--- config.mk ---
export PLATFORM = sky130hd
export DESIGN_NAME = keypad_scan_flat
export DESIGN_NICKNAME = d
export VERILOG_FILES = /design/src/rtl/keypad_pkg.sv /design/src/rtl/keypad_scan_if.sv /design/src/rtl/keypad_sync.sv /design/src/rtl/keypad_scan.sv /design/src/flat_wrapper.sv
export SDC_FILE = /design/constraint.sdc
export NUM_CORES = 1
export LEC_CHECK = 0
export ABC_AREA = 1
export CORE_AREA = 2 2 81 114
export DETAILED_ROUTE_END_ITERATION = 10
export DIE_AREA = 0 0 83 116
export GPL_TIMING_DRIVEN = 0
export PLACE_DENSITY_LB_ADDON = 0.3
export SYNTH_ARGS = -nofsm -noshare
export SYNTH_HDL_FRONTEND = slang
export SYNTH_SLANG_ARGS = --single-unit
--- constraint.sdc ---
create_clock -name clk -period 2.4 [get_ports clk]
set_input_delay 0.48 -clock clk [delete_from_list [all_inputs] [get_ports clk]]
set_output_delay 0.48 -clock clk [all_outputs]
set_load 0.1 [all_outputs]
--- src/rtl/keypad_pkg.sv ---
// Shared definitions for the 4x4 keypad scanner.
//   NUM_ROWS / NUM_COLS / NUM_KEYS : matrix geometry
//   scan_state_e                   : one state per driven column
//   col_drive()                    : active-low column pattern for a scan state
package keypad_pkg;

    localparam int NUM_ROWS = 4;
    localparam int NUM_COLS = 4;
    localparam int NUM_KEYS = NUM_ROWS * NUM_COLS;

    typedef enum logic [1:0] {
        COL0 = 2'd0,
        COL1 = 2'd1,
        COL2 = 2'd2,
        COL3 = 2'd3
    } scan_state_e;

    function automatic logic [NUM_COLS-1:0] col_drive(scan_state_e s);
        return ~(NUM_COLS'(1) << s);
    endfunction

endpackage

--- src/rtl/keypad_scan_if.sv ---
// Keypad matrix and key-event signal bundle.
//   row       : row lines from the matrix, active-low, pulled up
//   col       : column drive, exactly one bit low
//   key_state : debounced pressed level per key (1 = pressed)
//   key_pulse : one-cycle press strobe per key
// master = scanner side, slave = matrix / consumer side.
interface keypad_scan_if;
    import keypad_pkg::*;

    logic [NUM_ROWS-1:0] row;
    logic [NUM_COLS-1:0] col;
    logic [NUM_KEYS-1:0] key_state;
    logic [NUM_KEYS-1:0] key_pulse;

    modport master (input row, output col, output key_state, output key_pulse);
    modport slave  (output row, input col, input key_state, input key_pulse);

endinterface

--- src/rtl/keypad_sync.sv ---
// Two-flop synchronizer for the asynchronous keypad row lines.
// Resets to all ones, i.e. the idle (released) level of the pulled-up rows.
//   clk   : system clock
//   rst_n : asynchronous active-low reset
//   d_i   : asynchronous row lines
//   q_o   : synchronized row lines
module keypad_sync
    import keypad_pkg::*;
(
    input  logic                clk,
    input  logic                rst_n,
    input  logic [NUM_ROWS-1:0] d_i,
    output logic [NUM_ROWS-1:0] q_o
);

    logic [NUM_ROWS-1:0] ff1_q;
    logic [NUM_ROWS-1:0] ff2_q;

    always_ff @(posedge clk or negedge rst_n) begin
        if (!rst_n) begin
            ff1_q <= '1;
            ff2_q <= '1;
        end else begin
            ff1_q <= d_i;
            ff2_q <= ff1_q;
        end
    end

    assign q_o = ff2_q;

endmodule

--- src/rtl/keypad_scan.sv ---
// 4x4 keypad column scanner with full-snapshot debounce.
// Each column is driven low for SCAN_DIV cycles; the synchronized rows are
// sampled on the last cycle of the slot. A 16-bit snapshot completes on the
// COL3 slot end and must repeat for DEBOUNCE_SCANS further scans before it is
// loaded into key_state. key_pulse flags newly pressed keys for one cycle.
//   clk   : system clock
//   rst_n : asynchronous active-low reset
//   kp    : keypad_scan_if.master (row in; col, key_state, key_pulse out)
//
// state | meaning
// COL0  | col[0] driven low, sampling keys 0,4,8,12
// COL1  | col[1] driven low, sampling keys 1,5,9,13
// COL2  | col[2] driven low, sampling keys 2,6,10,14
// COL3  | col[3] driven low, sampling keys 3,7,11,15; snapshot completes
module keypad_scan
    import keypad_pkg::*;
#(
    parameter int SCAN_DIV       = 12000,
    parameter int DEBOUNCE_SCANS = 20
) (
    input  logic          clk,
    input  logic          rst_n,
    keypad_scan_if.master kp
);

    localparam int DIV_W = (SCAN_DIV > 1) ? $clog2(SCAN_DIV) : 1;
    localparam int STB_W = $clog2(DEBOUNCE_SCANS + 1);

    scan_state_e         state_q, state_d;
    logic [DIV_W-1:0]    div_q, div_d;
    logic [NUM_ROWS-1:0] row_s;
    logic [NUM_ROWS-1:0] raw_col;
    logic [NUM_KEYS-1:0] acc_q, snap_d;
    logic [NUM_KEYS-1:0] prev_q, prev_d;
    logic [STB_W-1:0]    stable_q, stable_d;
    logic                accept_q, accept_d;
    logic [NUM_KEYS-1:0] key_state_q, key_state_d;
    logic [NUM_KEYS-1:0] key_pulse_q, key_pulse_d;
    logic                tc;
    logic                snap_done;
    logic [3:0]          idx;

    keypad_sync u_sync (
        .clk   (clk),
        .rst_n (rst_n),
        .d_i   (kp.row),
        .q_o   (row_s)
    );

    assign tc        = (div_q == DIV_W'(SCAN_DIV - 1));
    assign snap_done = tc && (state_q == COL3);
    assign raw_col   = ~row_s;
    assign div_d     = tc ? '0 : div_q + DIV_W'(1);

    always_ff @(posedge clk or negedge rst_n) begin
        if (!rst_n) begin
            state_q <= COL0;
            div_q   <= '0;
        end else begin
            state_q <= state_d;
            div_q   <= div_d;
        end
    end

    always_comb begin
        state_d = state_q;
        if (tc) begin
            case (state_q)
                COL0:    state_d = COL1;
                COL1:    state_d = COL2;
                COL2:    state_d = COL3;
                COL3:    state_d = COL0;
                default: state_d = COL0;
            endcase
        end
    end

    // Merge the current column's rows into the partial snapshot; on the COL3
    // slot end snap_d is the complete snapshot.
    always_comb begin
        snap_d = acc_q;
        idx    = '0;
        for (int r = 0; r < NUM_ROWS; r++) begin
            idx         = 4'(r * NUM_COLS) + {2'b00, state_q};
            snap_d[idx] = raw_col[r];
        end
    end

    always_comb begin
        prev_d      = prev_q;
        stable_d    = stable_q;
        accept_d    = 1'b0;
        key_state_d = key_state_q;
        key_pulse_d = '0;
        if (snap_done) begin
            if (snap_d != prev_q) begin
                prev_d   = snap_d;
                stable_d = '0;
            end else if (stable_q != STB_W'(DEBOUNCE_SCANS)) begin
                stable_d = stable_q + STB_W'(1);
                // Only the step onto the saturation value accepts the pattern.
                accept_d = (stable_q == STB_W'(DEBOUNCE_SCANS - 1));
            end
        end
        if (accept_q) begin
            key_state_d = prev_q;
            key_pulse_d = prev_q & ~key_state_q;
        end
    end

    always_ff @(posedge clk or negedge rst_n) begin
        if (!rst_n) begin
            acc_q       <= '0;
            prev_q      <= '0;
            stable_q    <= '0;
            accept_q    <= 1'b0;
            key_state_q <= '0;
            key_pulse_q <= '0;
        end else begin
            if (tc) begin
                acc_q <= snap_d;
            end
            prev_q      <= prev_d;
            stable_q    <= stable_d;
            accept_q    <= accept_d;
            key_state_q <= key_state_d;
            key_pulse_q <= key_pulse_d;
        end
    end

    assign kp.col       = col_drive(state_q);
    assign kp.key_state = key_state_q;
    assign kp.key_pulse = key_pulse_q;

endmodule

--- src/flat_wrapper.sv ---
// flat-port wrapper written by rule: the top's interface ports become plain ports
module keypad_scan_flat import keypad_pkg::*;
#(
    parameter int SCAN_DIV       = 12000,
    parameter int DEBOUNCE_SCANS = 20
)
  (clk, rst_n, kp_row, kp_col, kp_key_state, kp_key_pulse);
  keypad_scan_if kp_i ();
  input  logic clk;
  input  logic rst_n;
  input wire logic [$bits(kp_i.row)-1:0] kp_row;
  output wire logic [$bits(kp_i.col)-1:0] kp_col;
  output wire logic [$bits(kp_i.key_state)-1:0] kp_key_state;
  output wire logic [$bits(kp_i.key_pulse)-1:0] kp_key_pulse;
  assign kp_i.row = kp_row;
  assign kp_col = kp_i.col;
  assign kp_key_state = kp_i.key_state;
  assign kp_key_pulse = kp_i.key_pulse;
  keypad_scan #(.SCAN_DIV(SCAN_DIV), .DEBOUNCE_SCANS(DEBOUNCE_SCANS)) u_core (.clk(clk), .rst_n(rst_n), .kp(kp_i));
endmodule
==> results of run 1 <==
[flip-flops by register name, summed over array words and instances (netlist names)]
name and flops:
u_core.kp.key_pulse 16, u_core.div_q 14, u_core.stable_q 5, u_core.prev_q 16
u_core.accept_q 1, u_core.state_q 2, u_core.u_sync.ff1_q 4, u_core.acc_q 16
u_core.kp.key_state 16, u_core.u_sync.q_o 4
[layout make-up]
type,instances,area [µm²]
Inverter,89,334
Clock inverter,6,93.8
Fill cell,718,3170
Timing Repair Buffer,42,433
Buffer,10,61.3
Multi-Input combinational cell,370,1730
Clock buffer,10,239
Tap cell,105,131
Sequential cell,94,2360
[cells in the mapped netlist, types with 6 or more instances]
library cell | n | share of area (%)
clkbuf_1 | 6 | 0.51
dfrtp_1 | 86 | 48
dfstp_2 | 8 | 4.7
ha_1 | 8 | 2.3
inv_1 | 84 | 7.1
nand2_1 | 181 | 15
nand2_2 | 10 | 1.4
nand3_1 | 40 | 4.5
nand4_1 | 8 | 1.1
nor2_1 | 42 | 3.5
nor3_1 | 11 | 1.2
o21ai_0 | 47 | 5.3
o21ai_1 | 7 | 0.79
[final timing paths]
check                      slack, ps  cells past startpoint                            endpoint
max reg2reg                      220                     15      u_core.stable_q[0]$_DFFE_PN0P_
max                               40                      1                     kp_key_state[1]
min reg2reg                      360                      0      u_core.u_sync.q_o[2]$_DFF_PN1_
min                               90                      1  u_core.kp.key_state[0]$_DFFE_PN0P_
max in group asynchronous       1630                      2      u_core.u_sync.q_o[2]$_DFF_PN1_
min in group clk                 360                      0      u_core.u_sync.q_o[2]$_DFF_PN1_
[kinds of logic after synthesis]
logic type                 share of synthesized area, %
buffers and inverters                              8.89
and+or+nand+nor                                    28.1
DFF                                                53.1
xor gates and xnor gates                          0.985
adders and majority gates                          2.25
AOI/OAI and AO/OA                                  6.64
[repair_timing]
item,in CTS,in global routing
setup endpoints to repair,4,25
hold buffers,0,0
gates resized for setup,16,13
[layer usage]
layer / GRT usage [%] / up-vias
met5: 0 / -
met4: 12.8 / 0
met3: 3.77 / 22
met2: 39.3 / 98
met1: 24.0 / 1800
li1: - / 1860
[per-stage QoR]
step                instance area (µm²)  TNS, ps
floorplan                          4450        0
global placement                   4990  -223070
detailed placement                 5010     -815
CTS                                5340        0
global route                       5390        0
finish                             5390        0
[power groups by stage]
stage	Clock [mW]	Combinational (mW)	Sequential [mW]
6_report	1.57	0.0704	1.60
5_1_grt	1.66	0.0820	1.60
4_1_cts	1.59	0.0729	1.60
3_5_place_dp	0	0.0729	1.63
3_3_place_gp	0	0.0649	1.63
2_1_floorplan	0	0.0223	1.63
==> key figures, run 1 <==
Power and ir drop
  • Power share of the clock group: 48.5%
  • Power share of the combinational group: 2.2%
  • Tot Pwr: 3.25 mW
  • Flop pwr share: 49.4%
  • Sw power: 0.680 mW
  • Net Sw Frac: 21.0%
  • Int Pwr: 2.57 mW
  • Power per cell area: 603 nW/µm²
  • Worst vdd ir: 521 µV
  • Leak: 2.65 nW

Synth
  • Top_reg_cell synth: dfrtp_1
  • Synth unique cells: 22
  • Seq/Total Area, Yosys: 53.1%
  • Post-synth EDFFs: 0
  • Syn_area_per_cell: 7.90 µm²
  • Mapped cell area: 4450 µm²
  • Async SR Flop Fraction: 100%
  • Synth warnings: 0
  • Synthesized flop and latch total: 94
  • Syn Nets: 577
  • Syn Inst Count: 563

Timing
  • Tcrit/Tclk final: 98.2%
  • Tmin final: 2360 ps
  • Final setup margin: 44.0 ps
  • Fmax: 424 MHz
  • Pins over their slew limit: 0
  • Fin. Hold Viols: 0
  • Hold Slack: 88.5 ps
  • Worst Max-Slew Pin Slew: 980 ps
  • Fin Clk Skew: 9.95 ps
  • Final setup fails: 0
  • Slew margin rel.: 34.6%
  • RSZ-0062 raised after global routing: false

Die
  • Ports: 42
  • Die X: 83 µm
  • CORE AREA: 8560 µm²
  • DIE AREA: 9630 µm²
  • Site Rows: 40
  • Die height: 116 µm
  • Initial Utilization: 52.0%

Setup path
  • Cell Chain, Critical Path: clkdlybuf4s50_1
  • Critical Path AT: 1880 ps
  • FF-to-FF Start: u_core.state_q[0]$_DFFE_PN0N_
  • Crit path from: u_core.kp.key_state[1]$_DFFE_PN0P_
  • Worst Path Buf+Inv: 1
  • CP Max Fanout: 3
  • Worst setup SP type: flop
  • CP max stage delay: 1150 ps
  • Critical path required time: 1920 ps
  • Crit. End Element: primary output
  • CP delay by family, top: buffers and inverters
  • CP max-delay cell: clkdlybuf4s50_1
  • Kind of critical path: reg -> out

Routing
  • Met2 WL post-DR: 4830 µm
  • Metal-1 WL: 3950 µm
  • Residual DRC: 0
  • DR WL met3: 369 µm
  • Avg WL per Cell: 13.1 µm
  • Number of vias in the routed layout: 3780
  • DR iter-0 viols: 244
  • TritonRoute pass-1 iters: 4
  • DR vias/cell: 5.21
  • Top Layer Used: met4
  • Routed WL: 9500 µm
  • Antenna Violating Nets Remaining: 0

GRT
  • Vias in the first global route: 3637
  • Initial antenna violation count: 0
  • Overall global routing resource usage: 21.7%
  • Aggregate global routing overflow: 0
  • Largest net degree at the start of global routing: 60
  • First-pass GRT wire length: 16400 µm

Finish
  • Fin util: 62.9%
  • Layout cells sized above 1: 9.82%
  • Ant. Diodes: 0
  • Most common cell after layout, fill and taps aside: nand2_1
  • Most frequent cells in the layout: 181 x nand2_1, 84 x dfrtp_1, 82 x inv_1
  • Final cell count without fillers: 726
  • Final #Nets: 630
  • Layout area overhead: 21.1%

CTS
  • Clock latency on the worst-skew pair: 350 ps
  • H-tree Lvls: 3
  • CTS tree: done
  • Post-CTS Setup Repair Bufs: 0
  • CTS Buf Count: 9
  • Deepest clock path buffer count: 2
  • CTS clk-pin slew, worst paths: 60 ps
  • Clk sink count: 94
  • Root Driver: clkbuf_16

Flow run
  • MaxCap Viol Count: 0

Placement
  • Routability cong.: 0.912
  • Port bufs: 41
  • Inst Count DP: 710
  • Hpwl dp: 7000 µm
  • Setup WS pre-CTS: -257 ps

Outcome
  • Status: finished clean

Hold path
  • Min-delay worst type: in -> async
(Power assumes the default switching activity.)
==> inputs of run 2 (changes only) <==
Settings changed: CORE_AREA 2 2 81 114 to 2 2 133 70, DIE_AREA 0 0 83 116 to 0 0 135 72.
==> key figures, run 2 (synthesis gave the netlist of run 1 again) <==
Power and ir drop
  • Worst vdd ir: 348 µV (-33%)
  • Leak: 2.63 nW (-0.75%)
  • Power per cell area: 593 nW/µm² (-1.7%)

Placement
  • Routability cong.: 0.853 (-6.5%)
  • Hpwl dp: 6700 µm (-4.2%)
  • Inst Count DP: 722 (+1.7%)
  • Port bufs: 41 (unchanged)
  • Setup WS pre-CTS: -233 ps (+24.3 ps)

CTS
  • Clk sink count: 94 (unchanged)
  • CTS clk-pin slew, worst paths: 60 ps (about the same)
  • Root Driver: clkbuf_16
  • Deepest clock path buffer count: 2 (unchanged)
  • Clock latency on the worst-skew pair: 350 ps (about the same)
  • H-tree Lvls: 3 (unchanged)
  • CTS Buf Count: 9 (unchanged)
  • CTS tree: done

Routing
  • DR iter-0 viols: 287 (+18%)
  • TritonRoute pass-1 iters: 5 (+1)
  • Avg WL per Cell: 13.0 µm (-0.45%)
  • Antenna Violating Nets Remaining: 0 (unchanged)
  • Residual DRC: 0 (unchanged)
  • Number of vias in the routed layout: 3678 (-2.7%)
  • Routed WL: 9610 µm (+1.2%)
  • DR vias/cell: 4.98 (-4.3%)

Finish
  • Layout area overhead: 21.3%
  • Most common cell after layout, fill and taps aside: nand2_1
  • Most frequent cells in the layout: 181 x nand2_1, 85 x dfrtp_1, 83 x inv_1
  • Final cell count without fillers: 738 (+1.7%)
  • Layout cells sized above 1: 9.34% (-0.48 points)
  • Ant. Diodes: 0 (unchanged)
  • Final #Nets: 630 (unchanged)

Die
  • CORE AREA: 8530 µm² (-0.35%)
  • Ports: 42 (unchanged)
  • Site Rows: 24 (-40%)
  • Die height: 72 µm (-38%)
  • Initial Utilization: 52.1% (+0.18 points)
  • DIE AREA: 9720 µm² (+0.96%)
  • Die X: 135 µm (+63%)

Setup path
  • Crit path depth: 1 (unchanged)
  • CP Max Fanout: 3 (unchanged)
  • Crit. End Element: primary output
  • R2R depth: 15 (unchanged)
  • Critical path required time: 1920 ps (about the same)
  • Worst Path Buf+Inv: 1 (unchanged)
  • Worst setup SP type: flop
  • CP max stage delay: 1150 ps (about the same)
  • Cell Chain, Critical Path: clkdlybuf4s50_1
  • CP delay by family, top: buffers and inverters
  • CP max-delay cell: clkdlybuf4s50_1
  • Kind of critical path: reg -> out
  • Critical Path AT: 1880 ps (about the same)

Timing
  • Final setup margin: 42.5 ps (-1.52 ps)
  • Tmin final: 2360 ps (+1.52 ps)
  • Fin Clk Skew: 10.5 ps (+0.578 ps)
  • Final setup fails: 0 (unchanged)
  • Fin. Hold Viols: 0 (unchanged)
  • Tcrit/Tclk final: 98.2% (about the same)
  • Pins over their slew limit: 0 (unchanged)
  • Slew margin rel.: 35.2% (+0.59 points)
  • Fin Setup TNS: 0 ps (unchanged)
  • Worst Max-Slew Pin Slew: 970 ps (-10.2 ps)
  • Fmax: 424 MHz (about the same)

GRT
  • First-pass GRT wire length: 16100 µm (-2.2%)
  • Overall global routing resource usage: 21.4% (-0.30 points)
  • Initial antenna violation count: 0 (unchanged)
  • Vias in the first global route: 3450 (-5.1%)
  • Largest net degree at the start of global routing: 75 (+25%)
  • Aggregate global routing overflow: 0 (unchanged)

Hold path
  • Min-delay worst type: in -> async

Outcome
  • Status: finished clean

Flow run
  • MaxCap Viol Count: 0 (unchanged)
[run 2: cell types whose count changed in the layout (fill, tap and decap cells not counted), sizes merged]
cell           change
buf                -1
dlymetal6s2s       -1
clkdlybuf4s50      +1
clkdlybuf4s15      +1
[run 2: timing repair]
item | CTS | global route
pin swaps | 0 | 0
gates cloned | 0 | 0
endpoints found under the setup margin | 4 | 24
hold buffers | 0 | 0
buffers inserted | 0 | 0
gates resized for setup | 14 | 10
[run 2: per-stage QoR]
stage / power (mW) / hold WS [ps] / utilization [%] / instance area (µm²)
floorplan: 1.65 / 184 / - / 4450
CTS: 3.23 / 24.8 / 62.7 / 5350
detailed placement: 1.70 / 347 / 59.0 / 5030
finish: 3.20 / 23.8 / 63.2 / 5390
global placement: 1.70 / 345 / 58.7 / 5000
global route: 3.32 / 32.4 / 63.2 / 5390
[run 2: per-layer routing]
metal / routed length [µm] / track usage, %
met2: 4340 / 34.4
met4: 142 / 7.06
met1: 4490 / 29.1
met3: 641 / 5.31
met5: 0 / 0
[run 2: path summary, 6_finish.rpt]
kind	from	endpoint	slack, ps
worst max-delay path	u_core.kp.key_state[4]$_DFFE_PN0P_	kp_key_state[4]	40
worst min-delay path	rst_n	u_core.div_q[1]$_DFF_PN0_	20
worst max register to register	u_core.state_q[0]$_DFFE_PN0N_	u_core.prev_q[12]$_DFFE_PN0P_	160
worst min register to register	u_core.u_sync.ff1_q[3]$_DFF_PN1_	u_core.u_sync.q_o[3]$_DFF_PN1_	360
max in group asynchronous	rst_n	u_core.u_sync.q_o[2]$_DFF_PN1_	1720
min in group clk	u_core.u_sync.ff1_q[3]$_DFF_PN1_	u_core.u_sync.q_o[3]$_DFF_PN1_	360
[run 2: area by class of cell]
type,instances,area (µm²)
clock inverters,6,93.8
clock buffers,10,229
fillers,716,3130
plain buffers,10,61.3
repair buffers,42,437
well taps,117,146
multi-input cells,370,1730
inverters,89,334
flip-flops and latches,94,2360
[run 2: where the power goes]
part / total (mW) / switching [mW] / internal (mW)
combinational: 0.0697 / 0.0487 / 0.0210
sequential: 1.60 / 0.00655 / 1.60
clock: 1.52 / 0.604 / 0.920
==> inputs of run 3 (changes only) <==
Settings changed: GPL_TIMING_DRIVEN 0 to unset.
==> key figures, run 3 (synthesis gave the netlist of run 1 again) <==
Finish
  • Layout area overhead: 17.9%
  • Layout cells sized above 1: 14.0% (+4.6 points)
  • Most frequent cells in the layout: 181 x nand2_1, 86 x dfrtp_1, 84 x inv_1
  • Most common cell after layout, fill and taps aside: nand2_1
  • Ant. Diodes: 0 (unchanged)
  • Final cell count without fillers: 732 (-0.81%)
  • Final #Nets: 624 (-0.95%)

GRT
  • Vias in the first global route: 3218 (-6.7%)
  • First-pass GRT wire length: 15100 µm (-5.9%)
  • Largest net degree at the start of global routing: 44 (-41%)
  • Initial antenna violation count: 0 (unchanged)
  • Aggregate global routing overflow: 0 (unchanged)
  • Overall global routing resource usage: 20.4% (-1.1 points)

Setup path
  • CP Max Fanout: 17 (+14)
  • Critical path required time: 2630 ps (+710 ps)
  • R2R setup slack: 160 ps (about the same)
  • Critical Path AT: 2470 ps (+590 ps)
  • Crit. End Element: flop
  • FF-to-FF Start: u_core.state_q[0]$_DFFE_PN0N_
  • Worst setup SP type: flop
  • Reg2reg end: u_core.prev_q[2]$_DFFE_PN0P_
  • R2R depth: 13 (-2)
  • Kind of critical path: reg -> reg

Die
  • Die X: 135 µm (unchanged)
  • Die height: 72 µm (unchanged)
  • Site Rows: 24 (unchanged)
  • DIE AREA: 9720 µm² (unchanged)
  • Initial Utilization: 52.1% (unchanged)
  • CORE AREA: 8530 µm² (unchanged)
  • Ports: 42 (unchanged)

Timing
  • Fin Setup TNS: 0 ps (unchanged)
  • Slew margin rel.: 46.8% (+12 points)
  • Fin. Hold Viols: 0 (unchanged)
  • Tmin final: 2240 ps (-116 ps)
  • Hold Slack: 43.4 ps (+19.6 ps)
  • Final setup margin: 158 ps (+116 ps)
  • Fmax: 446 MHz (+5.2%)
  • Tcrit/Tclk final: 93.4% (-4.8 points)
  • Pins over their slew limit: 0 (unchanged)
  • Fin Clk Skew: 8.66 ps (-1.87 ps)
  • Worst Max-Slew Pin Slew: 798 ps (-171 ps)
  • RSZ-0062 raised after global routing: true
  • Final setup fails: 0 (unchanged)

Routing
  • TritonRoute pass-1 iters: 4 (-1)
  • DR iter-0 viols: 215 (-25%)
  • Routed WL: 9190 µm (-4.4%)
  • Antenna Violating Nets Remaining: 0 (unchanged)
  • Number of vias in the routed layout: 3581 (-2.6%)
  • Residual DRC: 0 (unchanged)
  • Avg WL per Cell: 12.6 µm (-3.6%)
  • DR vias/cell: 4.89 (-1.8%)

Power and ir drop
  • Power share of the clock group: 44.1% (-3.6 points)
  • Tot Pwr: 2.99 mW (-6.4%)
  • Int Pwr: 2.32 mW (-8.5%)
  • Power per cell area: 571 nW/µm² (-3.7%)
  • Leak: 2.65 nW (+0.57%)
  • Sw power: 0.670 mW (+1.6%)
  • Worst vdd ir: 339 µV (-2.5%)
  • Power share of the combinational group: 2.3% (about the same)
  • Net Sw Frac: 22.4% (+1.8 points)
  • Flop pwr share: 53.6% (+3.4 points)

Outcome
  • Status: finished clean

Placement
  • Hpwl dp: 6600 µm (-1.6%)
  • Port bufs: 41 (unchanged)
  • Routability cong.: 0.871 (+2.1%)
  • Setup WS pre-CTS: 21.6 ps (+254 ps)
  • Inst Count DP: 715 (-0.97%)

CTS
  • CTS clk-pin slew, worst paths: 70 ps (about the same)
  • CTS tree: done
  • Deepest clock path buffer count: 2 (unchanged)
  • Root Driver: clkbuf_16
  • Clk sink count: 94 (unchanged)
  • H-tree Lvls: 3 (unchanged)
  • # hold bufs at CTS: 0 (unchanged)
  • CTS Buf Count: 9 (unchanged)
  • Clock latency on the worst-skew pair: 350 ps (about the same)

Flow run
  • MaxCap Viol Count: 0 (unchanged)

Hold path
  • Min-delay worst type: in -> async
[run 3: routing by layer]
metal  vias up  wire length, µm  global-route usage, %
met5         -                0                      0
met1      1656             4550                   28.2
met2        68             4020                   31.3
met4         0              146                   8.45
li1       1843                -                      -
met3        14              470                   4.82
[run 3: final cells by class]
| type | count | area, µm² |
|---|---|---|
| clock buffer | 10 | 229 |
| clock inverter | 6 | 46.3 |
| fill | 753 | 3290 |
| inverter | 89 | 334 |
| multi-input combinational | 371 | 1710 |
| sequential | 94 | 2360 |
| tap | 117 | 146 |
| timing repair buffer | 45 | 410 |
[run 3: how the worst max path moves through the flow]
stage	startpoint	to	slack, ps	cells after the start
6_report	u_core.state_q[0]$_DFFE_PN0N_	u_core.prev_q[2]$_DFFE_PN0P_	160	13
3_5_place_dp	u_core.state_q[0]$_DFFE_PN0N_	u_core.prev_q[1]$_DFFE_PN0P_	20	13
3_3_place_gp	u_core.state_q[0]$_DFFE_PN0N_	u_core.stable_q[1]$_DFFE_PN0P_	140	14
5_1_grt	u_core.state_q[0]$_DFFE_PN0N_	u_core.stable_q[0]$_DFFE_PN0P_	6	14
2_1_floorplan	u_core.state_q[0]$_DFFE_PN0N_	u_core.prev_q[8]$_DFFE_PN0P_	200	15
4_1_cts	u_core.state_q[0]$_DFFE_PN0N_	u_core.stable_q[2]$_DFFE_PN0P_	80	14
[run 3: power by group through the flow]
| stage | combinational, mW | clock [mW] | sequential, mW |
|---|---|---|---|
| detailed placement | 0.0717 | 0 | 1.63 |
| global route | 0.0814 | 1.41 | 1.60 |
| CTS | 0.0720 | 1.35 | 1.60 |
| global placement | 0.0706 | 0 | 1.63 |
| floorplan | 0.0223 | 0 | 1.63 |
| finish | 0.0698 | 1.32 | 1.60 |
[run 3: through the flow]
step                area (µm²)  util [%]
floorplan                 4450         -
global placement          4940      58.0
detailed placement        4940      58.0
CTS                       5230      61.3
global route              5240      61.5
finish                    5240      61.5
[run 3: critical path, cell delays in order, from the launching register on]
cell and delay, ps:
dfrtp_1 420, inv_1 130, ha_2 280, inv_2 130, nand2_2 100, nand2_2 70
nand2_1 60, nand2_1 50, nor2_1 130, nand2_1 80, nor2_2 180, nand2_2 150
nand2_4 220, o21ai_0 110
[run 3: repair_timing]
action / CTS / global route
gates resized for setup: 1 / 2
setup buffers: 0 / 0
endpoints found under the setup margin: 1 / 19
gates cloned: 0 / 1
